**config.mk**
```make
export PLATFORM = sky130hd
export DESIGN_NAME = rf_stream_loader
export DESIGN_NICKNAME = d
export VERILOG_FILES = /design/src/rtl/rf_stream_loader.sv
export SDC_FILE = /design/constraint.sdc
export NUM_CORES = 1
export LEC_CHECK = 0
export BUFFER_PORTS_ARGS = -buffer_cell sky130_fd_sc_hd__buf_4
export CORE_ASPECT_RATIO = 0.8
export CORE_UTILIZATION = 53
export CTS_CLUSTER_SIZE = 30
export DETAILED_ROUTE_END_ITERATION = 6
export PLACE_DENSITY = 0.78
export SLEW_MARGIN = 40
export SYNTH_ARGS = -nofsm -noshare
export SYNTH_HDL_FRONTEND = slang
export SYNTH_SLANG_ARGS = --single-unit
```
**constraint.sdc**
```tcl
create_clock -name Clk -period 2.05 [get_ports Clk]
set_input_delay 0.41 -clock Clk [delete_from_list [all_inputs] [get_ports Clk]]
set_output_delay 0.41 -clock Clk [all_outputs]
set_load 0.005 [all_outputs]
```
**src/rtl/rf_stream_loader.sv**
```systemverilog
// Stream-to-register-file loader: on go, writes 32 streamed bytes to addresses
// 0..DEPTH-1 through a registered write port and reports their byte sum.
module rf_stream_loader #(
  parameter int DEPTH  = 32,
  parameter int ADDR_W = 5,
  parameter int DATA_W = 8,
  parameter int CHK_W  = 13
) (
  input  logic              Clk,
  input  logic              Rst,
  input  logic              go,
  input  logic              in_valid,
  input  logic [DATA_W-1:0] in_data,
  output logic              in_ready,
  output logic              W_en,
  output logic [ADDR_W-1:0] W_addr,
  output logic [DATA_W-1:0] W_data,
  output logic              done,
  output logic [CHK_W-1:0]  chk,
  output logic [1:0]        dbg_state
);

  localparam logic [1:0] IDLE   = 2'd0;
  localparam logic [1:0] LOAD   = 2'd1;
  localparam logic [1:0] DONE_S = 2'd2;

  logic [1:0]        state_q, state_d;
  logic [ADDR_W-1:0] idx_q, idx_d;
  logic              w_en_q, w_en_d;
  logic [ADDR_W-1:0] w_addr_q, w_addr_d;
  logic [DATA_W-1:0] w_data_q, w_data_d;
  logic              done_q, done_d;
  logic [CHK_W-1:0]  chk_q, chk_d;
  logic              accept;
  logic              last;

  // Handshake: a byte transfers on a rising edge where in_valid && in_ready;
  // in_ready depends only on the state register, never on in_valid.
  assign in_ready = (state_q == LOAD);
  assign accept   = in_valid && in_ready;
  assign last     = (idx_q == ADDR_W'(DEPTH - 1));

  always_comb begin
    state_d  = state_q;
    idx_d    = idx_q;
    w_en_d   = accept;
    w_addr_d = w_addr_q;
    w_data_d = w_data_q;
    done_d   = 1'b0;
    chk_d    = chk_q;
    if (accept) begin
      w_addr_d = idx_q;
      w_data_d = in_data;
      idx_d    = idx_q + ADDR_W'(1);
      chk_d    = chk_q + {{(CHK_W-DATA_W){1'b0}}, in_data};
    end
    case (state_q)
      IDLE: begin
        if (go) begin
          state_d = LOAD;
          idx_d   = '0;
          chk_d   = '0;
        end
      end
      LOAD: begin
        if (accept && last) begin
          state_d = DONE_S;
          done_d  = 1'b1;
        end
      end
      DONE_S:  state_d = IDLE;
      default: state_d = IDLE;
    endcase
  end

  always_ff @(posedge Clk or negedge Rst) begin
    if (!Rst) begin
      state_q  <= IDLE;
      idx_q    <= '0;
      w_en_q   <= 1'b0;
      w_addr_q <= '0;
      w_data_q <= '0;
      done_q   <= 1'b0;
      chk_q    <= '0;
    end else begin
      state_q  <= state_d;
      idx_q    <= idx_d;
      w_en_q   <= w_en_d;
      w_addr_q <= w_addr_d;
      w_data_q <= w_data_d;
      done_q   <= done_d;
      chk_q    <= chk_d;
    end
  end

  assign W_en      = w_en_q;
  assign W_addr    = w_addr_q;
  assign W_data    = w_data_q;
  assign done      = done_q;
  assign chk       = chk_q;
  assign dbg_state = state_q;

endmodule

```
==> flow_summary.toml <==
[yosys]
netlist_top_cells_area = "dfrtp_1 49%, nand2_1 11%, ha_1 7.0%, a21oi_1 4.2%, nor2_1 2.7%"
ys_seq_area_frac = 0.492
synth-seq-cells = 35
ys_warn_count = 0
yosys.area.top_type = "dfrtp_1"
netlist_top_cells_count = "51 x nand2_1, 35 x dfrtp_1, 15 x a21oi_1"
yosysTopAreaCellShare = 0.492
synth_nets = 217
syn_area_per_cell_um2 = 9.18
synthCells = 194
synth_most_common_cell = "nand2_1"
synth_flop_cell = "dfrtp_1"
ys_types = 33
synth_enable_flop_cells = 0
async_flop_share = 1.00
syn_area_mm2 = 0.00178

[die]
rows = 18
die_y_um = 53.9
core-area_mm2 = 0.00315
pin_count = 43
initial_core_util = 0.565
die_area_mm2 = 0.00360
die_w_um = 66.8

[cts]
cts_root_buf = "clkbuf_8"
path_clk_slew_ns = 0.07
cts_buffers = 5
clk_latency_ns = 0.29
cts_buffer_depth = 2
htree_levels = 2
cts_tree = "yes"
hold_buffers = 0
clock-sinks = 35

[route]
drt_pass1_iterations = 6
vias = 1624
routed_wl_um = 4330
drc = 0
routedWlPerCell_um = 15.2
vias_per_cell = 5.70
first_iter_violations = 133
ant_nets = 0

[sta]
tightest_slew_ns = 0.439
rsz0062_at_grt = "yes"
finalMaxSlewViolations = 0
slew_headroom = 0.707
fin_skew_ns = 0.00706
hold_viol = 0
period_minus_slack_ns = 1.98
finalSetupViolations = 0
fmax_mhz = 505
fin_crit_sh = 0.966

[worst_setup_path]
start_kind = "register"
crit_family = "compound AO/OA/AOI/OAI gates"
critPathKind = "reg2reg"
cp-end-kind = "register"
critPathMaxFanout = 4
path_cells = "ha_1 > a211o_1 > a211oi_4 > o31ai_2 > mux2_2 > nor2_1"
crit_required_ns = 2.28
worst_ep_arrival_time_ns = 2.21
critical-path-max-stage-delay_ns = 0.43
crit_slowest_cell = "dfrtp_1"
critPathBufInv = 0

[global_route]
grt_pass1_vias = 1515
grt_pass1_wl_um = 6830
overflow = 0
antenna_found_initial = 0
grt_max_degree = 36
grt_use_total = 0.267

[min_path]
min_path_type = "in2async"

[placement]
placedCellCount = 277
numPortBuffers = 42
place.gp.congestion = 0.843
dp_hpwl_um = 3050

[power]
p_per_area_mw_per_mm2 = 1440
ir_drop_mv = 0.698
power.leakage_uw = 0.00118
total_power_uw = 3340

[final_layout]
antenna_cells = 0
final_nets = 267
stdcell_count = 285
drive_gt1_frac = 0.278
syn_to_final_growth_pct = 30.2

[run]
drv_cap = 0

[run_status]
status = "finished, final reports clean"
-- per-stage QoR --
stage	worst slack (ns)	util	hold WS [ns]	TNS (ns)	cell area, µm²
after global routing	-0.00907	0.736	0.0896	-0.00907	2320
after CTS	0.00196	0.722	0.0738	0	2280
after floorplan	0.0870	-	0.114	0	1780
after global placement	-0.0280	0.690	0.377	-0.0544	2180
final	0.0693	0.736	0.0560	0	2320
after detailed placement	-0.130	0.690	0.387	-0.275	2180
-- cell type report --
cell class | count | area (µm²)
Multi-Input combinational cell | 145 | 893
Sequential cell | 35 | 876
Fill cell | 237 | 833
Timing Repair Buffer | 49 | 368
Clock buffer | 8 | 100
Tap cell | 40 | 50.0
Inverter | 8 | 32.5
-- cells in the final DEF, fill, tap and decap left out, drive strengths merged, types with 3 or more instances in the layout --
cell type	synthesis	final
a21o	3	3
a21oi	15	15
buf	0	49
clkbuf	6	8
dfrtp	35	35
ha	10	10
inv	6	6
nand2	52	52
nand2b	4	4
nand3	7	7
nor2	13	13
o21ai	10	10
or3	4	4
xnor2	3	3
xor2	4	4
-- registers in the layout, summed over array words and instances (netlist names) --
register / count
W_data: 8
idx_q: 5
done: 1
W_en: 1
chk: 13
dbg_state: 2
W_addr: 5
-- cell families (layout without fill, tap and decap cells) --
| group | Yosys count | count (layout) | share of synthesized area |
|---|---|---|---|
| AO/OA/AOI/OAI | 37 | 37 | 0.127 |
| XOR/XNOR | 7 | 7 | 0.0344 |
| adder cells (fa/ha/maj) | 11 | 11 | 0.0815 |
| buffers and inverters | 14 | 65 | 0.0309 |
| flip-flops | 35 | 35 | 0.492 |
| multiplexers | 1 | 1 | 0.00632 |
| AND/OR/NAND/NOR | 89 | 89 | 0.228 |
-- per-layer routing --
layer  routed length (µm)  track usage  up-vias
met5                    0            0        -
met2                 2080        0.429       79
li1                     -            -      752
met4                   94        0.156        0
met1                 1810        0.325      781
met3                  337       0.0720       12
-- timing repair --
| action | 4_1_cts | 5_1_grt |
|---|---|---|
| setup buffers | 0 | 0 |
| endpoints found under the setup margin | 0 | 4 |
| resized for setup | 0 | 7 |
-- worst reg2reg max path, stage by stage (launching register included) --
cell and delay, ns:
dfrtp_1 0.43, ha_1 0.31, a211o_1 0.38, a211oi_4 0.30, o31ai_2 0.11, mux2_2 0.29
nor2_1 0.09
-- final timing paths --
check | from | end | slack, ns | depth (start not counted)
worst min-delay path | Rst | chk[3] | 0.06 | 1
worst min register to register | W_addr[4] | W_addr[4] | 0.48 | 2
max in group asynchronous | Rst | dbg_state[1] | 1.67 | 1
worst max-delay path | chk[1] | chk[7] | 0.07 | 6
worst max register to register | chk[1] | chk[7] | 0.07 | 6
min in group Clk | in_data[5] | W_data[5] | 0.33 | 3
-- where the power goes --
| part | switching (µW) | internal [µW] | total [µW] |
|---|---|---|---|
| logic | 828 | 786 | 1610 |
| registers | 223 | 950 | 1170 |
| clock network | 251 | 307 | 558 |
| total | 1300 | 2040 | 3340 |
(Power assumes the default switching activity.)
